==> src/rtl/pipe_ctrl.sv <==
// Pipeline hazard controller: load-use stalls, taken-branch flushes and
// multi-beat vector issue sequencing, plus a saturating stall-cycle counter.
module pipe_ctrl #(
  parameter int REGI_BITS  = 4,
  parameter int VECT_BITS  = 2,
  parameter int VECT_LANES = 3,
  parameter int VECT_SIZE  = 8
) (
  input  logic                 clk_i,
  input  logic                 rst_i,
  input  logic                 dValid_i,
  input  logic                 dVec_i,
  input  logic [REGI_BITS-1:0] dSrc1_i,
  input  logic [REGI_BITS-1:0] dSrc2_i,
  input  logic [1:0]           dUseSrc_i,
  input  logic                 eValid_i,
  input  logic                 eLoad_i,
  input  logic                 eBranch_i,
  input  logic [REGI_BITS-1:0] eDst_i,
  output logic                 fetch_en_o,
  output logic                 dec_en_o,
  output logic                 dec_flush_o,
  output logic                 ex_bubble_o,
  output logic [VECT_BITS-1:0] vbeat_o,
  output logic                 vlast_o,
  output logic                 busy_o,
  output logic [15:0]          stall_cnt_o
);

  // state | meaning
  // IDLE  | scalar flow; a vector op issues its beat 0 from here
  // VEXEC | vector op in flight, beat counter holds the current beat (1..NB-1)

  localparam int NB = (VECT_SIZE + VECT_LANES - 1) / VECT_LANES;
  localparam logic [VECT_BITS-1:0] LAST_BEAT = VECT_BITS'(NB - 1);
  localparam logic MULTI_BEAT = (NB > 1);

  if (NB < 1 || NB > (1 << VECT_BITS)) begin : g_bad_params
    $error("pipe_ctrl: beat count out of range for VECT_BITS");
  end

  typedef enum logic {IDLE, VEXEC} state_t;

  state_t               state, state_n;
  logic [VECT_BITS-1:0] beat, beat_n;
  logic [15:0]          stall_cnt;
  logic                 load_use;
  logic                 branch;

  assign load_use = dValid_i & eValid_i & eLoad_i &
                    ((dUseSrc_i[0] & (dSrc1_i == eDst_i)) |
                     (dUseSrc_i[1] & (dSrc2_i == eDst_i)));
  assign branch   = eValid_i & eBranch_i;

  always_ff @(posedge clk_i) begin
    if (rst_i) begin
      state     <= IDLE;
      beat      <= '0;
      stall_cnt <= '0;
    end else begin
      state <= state_n;
      beat  <= beat_n;
      if (!fetch_en_o && stall_cnt != 16'hFFFF) begin
        stall_cnt <= stall_cnt + 16'd1;
      end
    end
  end

  always_comb begin
    state_n     = state;
    beat_n      = beat;
    fetch_en_o  = 1'b1;
    dec_en_o    = 1'b1;
    dec_flush_o = 1'b0;
    ex_bubble_o = 1'b0;
    vbeat_o     = '0;
    vlast_o     = 1'b0;
    busy_o      = (state == VEXEC) && !rst_i;

    // Reset cycles present a plain-advance pipe; the register clears next state.
    if (!rst_i) begin
      if (state == VEXEC) begin
        vbeat_o = beat;
      end
      if (branch) begin
        dec_flush_o = 1'b1;
        ex_bubble_o = 1'b1;
        state_n     = IDLE;
        beat_n      = '0;
      end else if (state == VEXEC) begin
        if (beat == LAST_BEAT) begin
          vlast_o = 1'b1;
          state_n = IDLE;
          beat_n  = '0;
        end else begin
          fetch_en_o = 1'b0;
          dec_en_o   = 1'b0;
          beat_n     = beat + VECT_BITS'(1);
        end
      end else if (load_use) begin
        fetch_en_o  = 1'b0;
        dec_en_o    = 1'b0;
        ex_bubble_o = 1'b1;
      end else if (dValid_i && dVec_i) begin
        if (MULTI_BEAT) begin
          fetch_en_o = 1'b0;
          dec_en_o   = 1'b0;
          state_n    = VEXEC;
          beat_n     = VECT_BITS'(1);
        end else begin
          // Single-beat vector op behaves like a scalar that is also its last beat.
          vlast_o = 1'b1;
        end
      end
    end
  end

  assign stall_cnt_o = stall_cnt;

endmodule

==> config.mk <==
export PLATFORM = sky130hd
export DESIGN_NAME = pipe_ctrl
export DESIGN_NICKNAME = d
export VERILOG_FILES = /design/src/rtl/pipe_ctrl.sv
export SDC_FILE = /design/constraint.sdc
export NUM_CORES = 1
export LEC_CHECK = 0
export ABC_CLOCK_PERIOD_IN_PS = 4300
export CORE_ASPECT_RATIO = 0.7
export CORE_MARGIN = 2
export CORE_UTILIZATION = 46
export DETAILED_ROUTE_END_ITERATION = 7
export MAX_ROUTING_LAYER = met4
export PLACE_DENSITY = 0.84
export SYNTH_ARGS = -nofsm -noshare
export SYNTH_HDL_FRONTEND = slang
export SYNTH_SLANG_ARGS = --single-unit
==> constraint.sdc <==
create_clock -name clk_i -period 4.3 [get_ports clk_i]
set_clock_uncertainty 0.05 [all_clocks]
set_input_delay 1.075 -clock clk_i [delete_from_list [all_inputs] [get_ports clk_i]]
set_output_delay 1.075 -clock clk_i [all_outputs]
set_load 0.05 [all_outputs]
==> results.py <==
metrics = {
    "route": {
        "first_iter_violations": 86,
        "vias_per_cell": 5.88,
        "drtPass1Iterations": 5,
        "drc_errors": 0,
        "ant_nets": 0,
        "wire_per_inst_microns": 14.1,
        "wl_mm": 3.09,
        "num_vias": 1287,
    },
    "clock_tree": {
        "post-cts-setup-buffers": 0,
        "clock_latency_ns": 0.30,
        "numCtsBuffers": 3,
        "cts_resized": 0,
        "cts_tree": "built",
        "hold_buffers": 0,
        "root_buffer": "clkbuf_4",
        "clkSlewWorstSetupHoldPaths_ns": 0.11,
        "htreeDepth": 1,
        "clock_path_buffers": 2,
        "clock-sinks": 19,
    },
    "global_routing": {
        "grt-ovfl-total": 0,
        "grt_pass1_vias": 1104,
        "grt_max_degree": 24,
        "antenna_found_initial": 0,
        "grt_pass1_wl_mm": 5.12,
        "grt_usage_pct": 23.3,
    },
    "floorplan": {
        "die_h_microns": 46.1,
        "core-area_sq_um": 2440,
        "fp-row-count": 15,
        "boundaryPins": 45,
        "die_w_microns": 64.1,
        "initial_utilization_pct": 47.7,
        "die-area_sq_um": 2960,
    },
    "sta": {
        "slew_violations": 0,
        "fin_crit_sh_pct": 89.9,
        "fmaxAchievable_ghz": 0.259,
        "rsz0062_at_grt": "no",
        "period_minus_slack_ns": 3.87,
        "slew_headroom_pct": 65.4,
        "setup_slack_ns": 0.433,
        "whs_ns": 0.472,
        "fin_setup_tns_ns": 0,
        "setup_viol": 0,
        "hold_viol": 0,
        "worst_slew_pin_slew_ns": 0.518,
    },
    "logic_synthesis": {
        "async_flop_share_pct": 0,
        "synth_top_area_share_pct": 32.7,
        "yosysMostFrequentCell": "dfxtp_1",
        "synth-warning-count": 0,
        "synthFlopType": "dfxtp_1",
        "synth_compound_area_share_pct": 13.6,
        "synth-simple-area-share_pct": 35.1,
        "avgSynthCellArea_sq_um": 8.32,
        "synth_area_leader_cell": "dfxtp_1",
        "synth_edf_count": 0,
        "synthMuxAreaShare_pct": 7.41,
        "synthAdderAreaFrac_pct": 1.07,
        "netlist_area_sq_um": 1160,
        "synth_top_family_by_area": "simple AND/OR/NAND/NOR gates",
        "synth_fp_nets": 162,
        "synth.area.top_cells": "dfxtp_1 (33%), xnor2_1 (6.0%), mux2_2 (4.8%), a21oi_1 (4.7%), o31ai_1 (4.5%)",
        "synth-seq-cells": 19,
        "syn_inst": 140,
        "synthXorXnorAreaFrac_pct": 6.02,
        "yosysUniqueCellTypes": 36,
        "synth.yosys.seq_area_share_pct": 32.7,
        "synthTopCellsByCount": "dfxtp_1 (19), a21oi_1 (11), nand2_1 (11)",
    },
    "cells_and_area": {
        "area_growth_pct": 42.1,
        "drive_gt1_share_pct": 10.8,
        "fin_nets": 208,
        "antenna_cells": 0,
        "final_util_pct": 67.8,
        "post-route-cell-area_sq_um": 1660,
    },
    "setup_path": {
        "start_kind": "input port",
        "cp-end-kind": "output port",
        "path_class": "input port to output port",
        "cp_max_fo": 3,
        "worstPathRequired_ns": 3.17,
        "worstPathArrival_ns": 2.74,
    },
    "place": {
        "io_buffers": 44,
        "hpwl_mm": 2.35,
        "dp_slack_ns": 0.429,
        "placed_area_sq_um": 1630,
        "place.gp.congestion": 0.806,
    },
    "run_status": {
        "status": "completed",
    },
    "flow_run": {
        "drv_cap": 0,
    },
    "power": {
        "p_leak_nw": 0.565,
        "power_density_nw_per_um2": 212,
        "peakVddDrop_v": 0.000181,
    },
    "hold_path": {
        "worstHoldPathType": "flop to flop",
    },
}
[cell type report]
cell class / count / area [sq um]
fill: 211 / 785
clock buffer: 4 / 26.3
tap: 34 / 42.5
sequential: 19 / 380
multi-input combinational: 112 / 737
inverter: 3 / 11.3
timing repair buffer: 47 / 458
[kinds of logic (layout without fill, tap and decap cells)]
family	after synthesis	after routing
fa+ha+maj	1	1
buf+inv	9	54
xor+xnor	8	8
simple gates	70	70
compound gates	25	25
mux	8	8
flops	19	19
[where the power goes]
part / total, mW / switching (mW) / internal [mW]
sequential: 0.181 / 0.00310 / 0.178
clock: 0.0948 / 0.0586 / 0.0362
combinational: 0.0752 / 0.0401 / 0.0351
[registers in the layout, indices dropped and copies added, names as in the netlist]
name and flops:
beat 2, stall_cnt_o 16, state 1
[placed cells by master (no fill, tap or decap)]
master and count:
clkbuf_1 1, nand3_1 8, o311ai_0 1, inv_1 3, nor2_1 8, a21oi_1 11
and2_1 1, nand4b_1 2, and4_1 3, dfxtp_1 19, nor3_1 2, clkdlybuf4s50_1 37
mux2i_1 3, and3_1 5, buf_4 9, o221a_2 1, nor3b_1 1, or2_2 1
nor4_1 4, o22ai_1 1, nand4_1 7, buf_12 1, xnor2_1 8, or3_1 1
nand2_1 11, o31ai_1 7, nand3b_1 2, clkbuf_4 3, o211a_1 1, ha_1 1
nor2b_1 6, nor4b_1 1, mux2_2 5, o21ai_0 3, nand4bb_1 1, or4_1 6
[worst paths after layout]
kind                                 startpoint               to  slack [ns]  depth (start not counted)
worst max-delay path                  eDst_i[2]       fetch_en_o        0.43                          6
worst min-delay path            stall_cnt_o[10]  stall_cnt_o[10]        0.47                          2
worst max register to register   stall_cnt_o[0]  stall_cnt_o[11]        2.24                          6
worst min register to register  stall_cnt_o[10]  stall_cnt_o[10]        0.47                          2
[through the flow]
step,power [mW],instances
4_1_cts,0.351,219
5_1_grt,0.364,219
3_3_place_gp,0.258,215
2_1_floorplan,0.226,140
6_report,0.351,219
3_5_place_dp,0.260,215
[per-layer routing]
metal  up-vias  global-route usage, %  wire length [microns]
li1        623                      -                      -
met1       614                   29.0                   1380
met3         4                   6.11                    192
met4         0                   4.68                     22
met5         -                      -                      0
met2        46                   39.2                   1490
[critical path: stages]
cell and delay [ns]:
clkdlybuf4s50_1 0.51, xnor2_1 0.15, nand4_1 0.16, o221a_2 0.32
or2_2 0.31, buf_4 0.20
Note: power is estimated with default switching activity, not from simulation.
==> edit: new RTL, config.mk and constraints unchanged <==
Register the output `stall_cnt_o` once more, without a reset; this adds one clock of latency there. The other outputs are not delayed to match.
--- a/src/rtl/pipe_ctrl.sv
+++ b/src/rtl/pipe_ctrl.sv
@@ -117,3 +117,5 @@
 
-  assign stall_cnt_o = stall_cnt;
+  always_ff @(posedge clk_i) begin
+    stall_cnt_o <= stall_cnt;
+  end
 
Function: changed (a bounded check fails within 4 cycles, from zero or initial values and one cycle with rst_i high).
==> edit against the original RTL <==
Synthesized area up 20%; synthesized cell count up 5.7%; wire length down 2.5%; final area up 21%; clock power rose to 3.2 times the old value; sequential cell count up 16; setup slack worse by 0.29 ns; die area up 19%; total power up 99%; via count down 1.7%; utilization up 2.9 points; count of clock-buffer cells in the layout up 2; maximum frequency down 6.9%.
==> edit: results <==
{
  "path_delay_family": "simple AND/OR/NAND/NOR gates",
  "final_cells": 233,
  "grt_pass1_vias": 1121,
  "cts_setup_buffers": 0,
  "clockBufferDepth": 2,
  "tightest_slew_ns": 1.04,
  "gr-usage-met3": 0.0462,
  "grt.total_usage": 0.182,
  "grt_pass1_wl_mm": 4.86,
  "max_stage_delay_ns": 0.55,
  "crit_path_max_fanout": 3,
  "synthDistinctLibCells": 37,
  "ir_drop_uv": 213,
  "ys.flop_type": "dfxtp_1",
  "drv_cap": 0,
  "synthCells": 148,
  "diodes": 0,
  "met2_usage": 0.295,
  "synth_area_leaders": "dfxtp_1 50%, a21oi_1 5.0%, o21ai_0 4.3%",
  "syn_nets": 170,
  "grt_start_max_net_pins": 22,
  "leakagePower_nw": 0.721,
  "numCtsBuffers": 5,
  "status": "complete, no violations",
  "async_flop_share": 0,
  "h-tree-depth": 2,
  "min_path_type": "reg -> reg",
  "cts-root-buf": "clkbuf_8",
  "place_ws_ns": 0.170,
  "drtPass1Iterations": 4,
  "cts_resized": 0,
  "drt-vias-per-instance": 5.43,
  "clk_latency_ns": 0.28,
  "wl_mm": 3.02,
  "dpl_cell_area_mm2": 0.00189,
  "yosys_warnings": 0,
  "hpwlAfterDp_mm": 2.24,
  "finalSetupTns_ns": 0,
  "arrival_ns": 3.03,
  "clk_pin_slew_ns": 0.07,
  "switchingPower_uw": 151,
  "portBuffers": 44,
  "drt-initial-drc-count": 73,
  "final_nets": 218,
  "drive_gt1_frac": 0.117,
  "synth_seq_area_share": 0.500,
  "top_regs": "stall_cnt (16), stall_cnt_o (16), beat (2)",
  "antenna_found_initial": 0,
  "slowest_stage": "or4_4",
  "met1_usage": 0.211,
  "synthTopCellsByCount": "35 x dfxtp_1, 14 x a21oi_1, 12 x o21ai_0",
  "gp_congestion": 0.833
}
## edit: power groups by stage
| stage | clock network, mW | registers [mW] | logic, mW |
|---|---|---|---|
| after global placement | 0 | 0.338 | 0.0666 |
| after floorplan | 0 | 0.340 | 0.0324 |
| final | 0.299 | 0.331 | 0.0692 |
| after CTS | 0.304 | 0.331 | 0.0692 |
| after global routing | 0.320 | 0.331 | 0.0736 |
| after detailed placement | 0 | 0.338 | 0.0688 |
## edit: kinds of logic after synthesis
| group | count (synthesis) | share of synthesized area |
|---|---|---|
| AND/OR/NAND/NOR | 58 | 0.237 |
| AO/OA/AOI/OAI | 37 | 0.161 |
| flip-flops | 35 | 0.500 |
| XOR/XNOR | 10 | 0.0625 |
| buffers and inverters | 5 | 0.0161 |
| multiplexers | 2 | 0.0152 |
| adder cells (fa/ha/maj) | 1 | 0.00893 |
## edit: layer usage
| layer | up-vias | wire (um) |
|---|---|---|
| met5 | - | 0 |
| met4 | 0 | 72 |
| met3 | 10 | 208 |
| met2 | 60 | 1390 |
| met1 | 561 | 1350 |
| li1 | 634 | - |
## edit: layout make-up
cell class / count / area [um2]
Tap cell: 36 / 45.0
Clock buffer: 6 / 82.6
Multi-Input combinational cell: 108 / 678
Clock inverter: 2 / 35.0
Sequential cell: 35 / 701
Timing Repair Buffer: 45 / 465
Fill cell: 205 / 832
Inverter: 1 / 3.75
## edit: worst paths after layout
check	startpoint	to	slack [ns]	cells after the start
setup / recovery	eValid_i	ex_bubble_o	0.15	7
hold / removal	stall_cnt[13]$_SDFFE_PP0P_	stall_cnt_o[13]$_DFF_P_	0.33	0
setup reg to reg	stall_cnt[0]$_SDFFE_PP0P_	stall_cnt[5]$_SDFFE_PP0P_	1.79	7
hold reg to reg	stall_cnt[13]$_SDFFE_PP0P_	stall_cnt_o[13]$_DFF_P_	0.33	0
